--- src/rtl/wb_trace_capture.sv ---
// wb_trace_capture
// Passive observer on the CPU commit side. Each qualified GRF write (W stage)
// and DM store (M stage) becomes a trace record in a first-word-fall-through
// FIFO that a debug consumer drains over a valid/ready port. The block never
// back-pressures the pipeline: records that find no room are dropped and
// counted.
//
// Ports
//   clk        system clock, rising edge
//   reset      asynchronous active-low reset
//   grf_*      W-stage register write strobe, pc, destination, data
//   dm_*       M-stage store strobe, pc, byte address, data
//   out_valid  head record present
//   out_ready  consumer accepts head
//   out_kind   0 = GRF record, 1 = DM record
//   out_pc     record pc
//   out_addr   GRF: zero-extended register number; DM: byte address
//   out_data   record data
//   level      current occupancy
//   overflow   sticky, set by the first dropped record
//   drop_cnt   dropped record count, saturating
module wb_trace_capture #(
    parameter int DEPTH       = 16,
    parameter bit FILTER_ZERO = 1'b1
) (
    input  logic                     clk,
    input  logic                     reset,
    input  logic                     grf_we,
    input  logic [31:0]              grf_pc,
    input  logic [4:0]               grf_addr,
    input  logic [31:0]              grf_data,
    input  logic                     dm_we,
    input  logic [31:0]              dm_pc,
    input  logic [31:0]              dm_addr,
    input  logic [31:0]              dm_data,
    output logic                     out_valid,
    input  logic                     out_ready,
    output logic                     out_kind,
    output logic [31:0]              out_pc,
    output logic [31:0]              out_addr,
    output logic [31:0]              out_data,
    output logic [$clog2(DEPTH):0]   level,
    output logic                     overflow,
    output logic [15:0]              drop_cnt
);

    localparam int AW = $clog2(DEPTH);
    localparam int LW = AW + 1;
    localparam int RW = 97;   // {kind, pc, addr, data}

    logic [RW-1:0] mem [DEPTH];

    logic [AW-1:0] wptr_reg, wptr_next;
    logic [AW-1:0] rptr_reg, rptr_next;
    logic [LW-1:0] level_reg, level_next;
    logic          overflow_reg, overflow_next;
    logic [15:0]   drop_cnt_reg, drop_cnt_next;

    logic          grf_ev;
    logic [1:0]    n_events;
    logic [1:0]    n_push;
    logic [1:0]    n_drop;
    logic [LW-1:0] free_slots;
    logic          pop;
    logic [16:0]   drop_sum;
    logic [RW-1:0] rec_grf, rec_dm, rec0, rec1;
    logic [RW-1:0] head_rec;
    logic [AW-1:0] wptr_plus1;

    assign rec_grf    = {1'b0, grf_pc, 27'd0, grf_addr, grf_data};
    assign rec_dm     = {1'b1, dm_pc, dm_addr, dm_data};
    assign wptr_plus1 = wptr_reg + AW'(1);

    always_comb begin
        grf_ev   = grf_we && !(FILTER_ZERO && (grf_addr == 5'd0));
        n_events = {1'b0, grf_ev} + {1'b0, dm_we};

        // The older W-stage write always takes the first slot.
        rec0 = grf_ev ? rec_grf : rec_dm;
        rec1 = rec_dm;

        // Room is judged before any same-cycle pop, so a full FIFO drops
        // even while the consumer is taking the head.
        free_slots = LW'(DEPTH) - level_reg;
        if (free_slots >= LW'(n_events)) begin
            n_push = n_events;
        end else if (free_slots != '0) begin
            n_push = 2'd1;
        end else begin
            n_push = 2'd0;
        end
        n_drop = n_events - n_push;

        pop = (level_reg != '0) && out_ready;

        level_next = level_reg + LW'(n_push) - LW'(pop);
        wptr_next  = wptr_reg + AW'(n_push);
        rptr_next  = rptr_reg + AW'(pop);

        drop_sum      = {1'b0, drop_cnt_reg} + 17'(n_drop);
        drop_cnt_next = drop_sum[16] ? 16'hFFFF : drop_sum[15:0];
        overflow_next = overflow_reg || (n_drop != 2'd0);
    end

    always_ff @(posedge clk or negedge reset) begin
        if (!reset) begin
            wptr_reg     <= '0;
            rptr_reg     <= '0;
            level_reg    <= '0;
            overflow_reg <= 1'b0;
            drop_cnt_reg <= '0;
        end else begin
            wptr_reg     <= wptr_next;
            rptr_reg     <= rptr_next;
            level_reg    <= level_next;
            overflow_reg <= overflow_next;
            drop_cnt_reg <= drop_cnt_next;
        end
    end

    // Storage carries no reset; occupancy alone decides what is valid.
    always_ff @(posedge clk) begin
        if (n_push != 2'd0) begin
            mem[wptr_reg] <= rec0;
        end
        if (n_push == 2'd2) begin
            mem[wptr_plus1] <= rec1;
        end
    end

    // Head is gated so the record fields read zero whenever nothing is held,
    // including immediately on reset assertion.
    assign head_rec  = (level_reg != '0) ? mem[rptr_reg] : '0;

    assign out_valid = (level_reg != '0);
    assign out_kind  = head_rec[96];
    assign out_pc    = head_rec[95:64];
    assign out_addr  = head_rec[63:32];
    assign out_data  = head_rec[31:0];
    assign level     = level_reg;
    assign overflow  = overflow_reg;
    assign drop_cnt  = drop_cnt_reg;

endmodule

--- config.mk ---
export PLATFORM = sky130hd
export DESIGN_NAME = wb_trace_capture
export DESIGN_NICKNAME = d
export VERILOG_FILES = /design/src/rtl/wb_trace_capture.sv
export SDC_FILE = /design/constraint.sdc
export NUM_CORES = 2
export LEC_CHECK = 0
export CAP_MARGIN = 30
export CORE_MARGIN = 2
export CORE_UTILIZATION = 36
export CTS_CLUSTER_DIAMETER = 200
export DETAILED_ROUTE_END_ITERATION = 16
export GPL_TIMING_DRIVEN = 0
export HOLD_SLACK_MARGIN = 0.02
export RECOVER_POWER = 25
export SLEW_MARGIN = 20
export SYNTH_ARGS = -nofsm -noshare
export SYNTH_HDL_FRONTEND = slang
export SYNTH_SLANG_ARGS = --single-unit
export TNS_END_PERCENT = 20
--- constraint.sdc ---
create_clock -name clk -period 11.45 [get_ports clk]
set_input_delay 1.7175 -clock clk [delete_from_list [all_inputs] [get_ports clk]]
set_output_delay 1.7175 -clock clk [all_outputs]
set_load 0.01 [all_outputs]
==> results by group <==
Detailed routing
  • Wirelength per Cell: 32.0 µm
  • Via count normalized by instance count: roughly 6.0
  • Via count: approximately 50k
  • Drt total wl: 264000 µm
  • First-pass DRT Iterations: 8
  • Final antenna-violating net count: 0
  • Initial detailed-routing violation count: approximately 6.1k
  • Residual DRC count: 0

Die
  • Die Span X: 465 µm
  • Die ar.: approximately 220000 µm²
  • Chip height: 465 µm
  • Area of the core region: 212000 µm²
  • IO Count: 290
  • # rows: between 150 and 200
  • Starting utilization of the core area: between 30% and 40%

Cells and area
  • Storage element area: between 40000 and 50000 µm²
  • Fill cell count: about 19k
  • Final non-filler cell total: slightly above 8k
  • Layout Nets: approximately 5.4k
  • Ratio of cells with drive above 1 in the final layout: between 10% and 20%
  • Area growth from synthesis to final layout: 17.3%
  • Finished Cell Area: between 80000 and 90000 µm²
  • Area of the multi-input gates: around 26000 µm²
  • Max FFs per register: ~1.6k

Clocking
  • Number of hold-repair buffers added at the cts stage: 0
  • Clock Root Buffer: sky130_fd_sc_hd__clkbuf_16
  • # resized after CTS: 0
  • Clock slew at reported path FFs: approximately 0.060 ns
  • Number of clock sinks seen by CTS: between 1.5k and 2k
  • TritonCTS clock tree: yes
  • Number of buffers inserted by post-CTS setup repair: 0
  • Clock insertion delay at the later pin of the skew report: roughly 0.84 ns
  • Maximum clock path buffer count: 3
  • Max H-tree Level: 4
  • Inserted Clock Buffers: ~170

Pwr
  • Static leakage: 30.3 nW
  • Power Density: 243 nW/µm²
  • VDD IR max: between 0.15 and 0.2 mV

Flow run
  • Max-cap violations: 25

Run status
  • Run status: finished, violations left
  • Failing checks: capacitance limit, slew limit

STA
  • Final setup skew: 0.0374 ns
  • Time the final worst path needs with I/O delays and setup: about 10 ns
  • Number of hold-slack violations in the final timing report: 0
  • Pin slew with the least headroom to its limit: ~3.3 ns
  • RSZ-0062 raised after global routing: no
  • Total setup violations reported at the end of the flow: 0
  • Max-Slew Margin vs Limit: -122%
  • Maximum achievable frequency: roughly 0.098 GHz
  • Post-route fraction of the period consumed by the critical path: roughly nine tenths
  • Slew Viols, Final: 192

Logic synthesis
  • Number of synthesis warnings: 0
  • Mapped Nets: just under 5k
  • Synthesized-area fraction occupied by ao, oa, aoi and oai cells: around 14%
  • Number of synthesized flops with an enable pin: roughly 1.5k
  • Post-synth ARST share: 1.90%
  • Seq/Total Area, Yosys: 61.6%
  • Number of synthesized register bits: ~1.6k
  • Library cells used by synthesis: between 40 and 50
  • Simple-gate portion of the synthesized area: between 5 and 6%
  • Most used DFF post-synth: sky130_fd_sc_hd__edfxtp_1
  • Fraction of the mapped netlist area in adder cells: 0.389%
  • Post-synthesis average cell area: ~16 µm²
  • Gate Count Post-Synth: around 4.7k
  • Share of synthesized area spent on multiplexers: around 14%
  • Netlist Area Pre-Place: around 77000 µm²
  • Largest family of logic cells by synthesized area: multiplexers
  • Synth Area in XOR/XNOR: 0.229%

Worst setup path
  • Worst setup EP type: flop
  • Reg-to-Reg End: mem[14][92]
  • Classification of the worst setup path: in2reg
  • Internal reg-to-reg setup slack: just under 5 ns
  • Arrival time of the worst setup path: 10.87 ns
  • Required @ worst endpoint: between 10 and 15 ns
  • R2r worst-path depth: 12
  • Source of the worst register-to-register timing path: level[0]
  • Kind of launch point of the worst setup path: input port
  • Critical path fanouts, max: 13

Global route
  • Vias in the first global route: just under 50k
  • Overall track demand over capacity in global routing: a little under a quarter
  • Residual overflow from global routing: 0
  • Antenna violations before repair: just over 50
  • Maximum number of pins on one net before global-route repair: 58
  • Global-route wire length before repair: approximately 370000 µm

Place
  • Port Buffers: around 150
  • Dpl cell area: between 80000 and 90000 µm²
  • Instance count after placement with tap cells included: between 7k and 8k
  • Last weighted congestion value of the routability-driven placer: between 0.8 and 0.9
  • HPWL after detailed placement: roughly 190000 µm

Min path
  • Capture endpoint of the worst hold path: mem[13][96]
  • Startpoint of the lowest-slack hold path: mem[13][96]
  • Number of cells traversed by the worst hold path: 1
  • Class of the tightest hold or removal check: reg2reg
[Yosys cell counts, types with 6 or more instances]
master                     count  area (µm²)
sky130_fd_sc_hd__a22o_1     1104        9670
sky130_fd_sc_hd__a41oi_1      13         114
sky130_fd_sc_hd__and2_1      534        3340
sky130_fd_sc_hd__buf_1       166         623
sky130_fd_sc_hd__buf_2        73         365
sky130_fd_sc_hd__buf_4         7        52.6
sky130_fd_sc_hd__buf_6        60         676
sky130_fd_sc_hd__clkbuf_1    414        1550
sky130_fd_sc_hd__dfrtp_1      30         751
sky130_fd_sc_hd__dfxtp_1      16         320
sky130_fd_sc_hd__edfxtp_1   1536       46100
sky130_fd_sc_hd__ha_1         19         238
sky130_fd_sc_hd__inv_1        27         101
sky130_fd_sc_hd__mux4_2      485       10900
sky130_fd_sc_hd__nand2_1      53         199
sky130_fd_sc_hd__nand2b_1      6        37.5
sky130_fd_sc_hd__nand3_1       7        35.0
sky130_fd_sc_hd__nor2_1       31         116
sky130_fd_sc_hd__nor2b_1       6        37.5
sky130_fd_sc_hd__nor4_2        8         100
sky130_fd_sc_hd__nor4_4        8         170
sky130_fd_sc_hd__o21ai_0      43         215
sky130_fd_sc_hd__o31ai_2      12         150
sky130_fd_sc_hd__xnor2_1      15         131
[area by class of cell]
cell class,instances,area share (%)
Sequential cell,1582,52.5
Timing Repair Buffer,338,4.90
Tap cell,2821,3.93
Clock inverter,96,1.01
Buffer,720,3.52
Multi-Input combinational cell,2410,29.0
Clock buffer,212,4.99
Inverter,27,0.113
Antenna cell,34,0.0946
[through the flow]
| step | util (%) | power, W | setup TNS, ns | hold WS [ns] | worst slack [ns] |
|---|---|---|---|---|---|
| 5_1_grt | 42.4 | 0.0225 | 0 | 0.513 | 1.49 |
| 2_1_floorplan | - | 0.0127 | -1380.64 | 0.453 | -1.14 |
| 3_3_place_gp | 38.6 | 0.0165 | - | 0.460 | -10.49 |
| 4_1_cts | 42.7 | 0.0221 | 0 | 0.485 | 3.01 |
| 6_report | 42.4 | 0.0219 | 0 | 0.498 | 1.27 |
| 3_5_place_dp | 40.2 | 0.0166 | 0 | 0.473 | 2.20 |
[how the worst max path moves through the flow]
stage | from | end | slack, ns
6_report | grf_addr[4] | mem[14][92] | 1.27
3_5_place_dp | grf_addr[4] | drop_cnt[7] | 2.20
4_1_cts | grf_addr[4] | drop_cnt[9] | 3.01
3_3_place_gp | grf_addr[4] | mem[1][62] | -10.49
2_1_floorplan | grf_addr[0] | mem[12][0] | -1.14
5_1_grt | grf_addr[4] | mem[14][49] | 1.49
[critical path, stage by stage]
cell	delay, ns
sky130_fd_sc_hd__clkdlybuf4s50_1	0.61
sky130_fd_sc_hd__buf_2	0.32
sky130_fd_sc_hd__o31ai_1	1.66
sky130_fd_sc_hd__buf_4	0.40
sky130_fd_sc_hd__inv_1	0.06
sky130_fd_sc_hd__ha_1	0.42
sky130_fd_sc_hd__ha_1	0.30
sky130_fd_sc_hd__nor2b_1	0.21
sky130_fd_sc_hd__o2111ai_1	0.26
sky130_fd_sc_hd__o21a_1	0.25
sky130_fd_sc_hd__clkbuf_1	0.19
sky130_fd_sc_hd__clkbuf_1	0.37
sky130_fd_sc_hd__o31ai_1	2.28
sky130_fd_sc_hd__clkbuf_1	1.07
sky130_fd_sc_hd__buf_2	0.50
sky130_fd_sc_hd__a22o_1	0.20
[kinds of logic after synthesis]
logic type,Yosys count
multiplexers,487
AO/OA/AOI/OAI,1204
buffers and inverters,747
AND/OR/NAND/NOR,677
XOR/XNOR,20
adder cells (fa/ha/maj),22
flip-flops,1582
[power by group]
| group | leakage (nW) | internal, W | switching [W] |
|---|---|---|---|
| clock network | 2.62 | 0.00306 | 0.00242 |
| registers | 15.3 | 0.00738 | 0.000205 |
| logic | 12.4 | 0.00388 | 0.00493 |
| total | 30.3 | 0.0143 | 0.00755 |
[placed cells by master, fill, tap and decap left out, types with 6 or more instances in the layout]
cell type                         netlist  routed
sky130_fd_sc_hd__diode_2                0      34
sky130_fd_sc_hd__o21ai_0               43      31
sky130_fd_sc_hd__clkinv_1               0      29
sky130_fd_sc_hd__clkinvlp_4             0       8
sky130_fd_sc_hd__nor2b_1                6       6
sky130_fd_sc_hd__nand3_1                7       7
sky130_fd_sc_hd__buf_2                 73      73
sky130_fd_sc_hd__buf_1                166     156
sky130_fd_sc_hd__nand2_1               53      53
sky130_fd_sc_hd__dfxtp_1               16      16
sky130_fd_sc_hd__clkbuf_16              0     172
sky130_fd_sc_hd__buf_8                  0      16
sky130_fd_sc_hd__edfxtp_1            1536    1536
sky130_fd_sc_hd__ha_1                  19      19
sky130_fd_sc_hd__nor2_1                31      32
sky130_fd_sc_hd__buf_6                 60      87
sky130_fd_sc_hd__clkinv_2               0      29
sky130_fd_sc_hd__o21ai_4                0      12
sky130_fd_sc_hd__o31ai_1                3      16
sky130_fd_sc_hd__and2_0                 0      47
sky130_fd_sc_hd__and2_1               534     487
sky130_fd_sc_hd__inv_1                 27      27
sky130_fd_sc_hd__buf_16                 0      57
sky130_fd_sc_hd__nor4_1                 2      13
sky130_fd_sc_hd__buf_4                  7      10
sky130_fd_sc_hd__dfrtp_1               30      30
sky130_fd_sc_hd__nand2b_1               6       6
sky130_fd_sc_hd__inv_6                  0       8
sky130_fd_sc_hd__clkbuf_1             414     505
sky130_fd_sc_hd__clkdlybuf4s50_1        0      73
sky130_fd_sc_hd__mux4_2               485     485
sky130_fd_sc_hd__a22o_1              1104    1104
sky130_fd_sc_hd__a41oi_1               13      13
sky130_fd_sc_hd__buf_12                 0      19
sky130_fd_sc_hd__xnor2_1               15      15
sky130_fd_sc_hd__bufinv_16              0      12
sky130_fd_sc_hd__clkbuf_2               0      20
sky130_fd_sc_hd__dlygate4sd3_1          0      79
[layer usage]
metal,part of all wire (%),GRT usage [%],vias to the layer above,wire length (µm)
met5,0.13,0,-,348
met4,4.3,8.91,52,11400
met3,12,8.08,614,30800
met2,46,37.8,2917,122000
met1,37,30.5,25733,99000
li1,-,-,20268,-
Note: power is estimated with default switching activity, not from simulation.
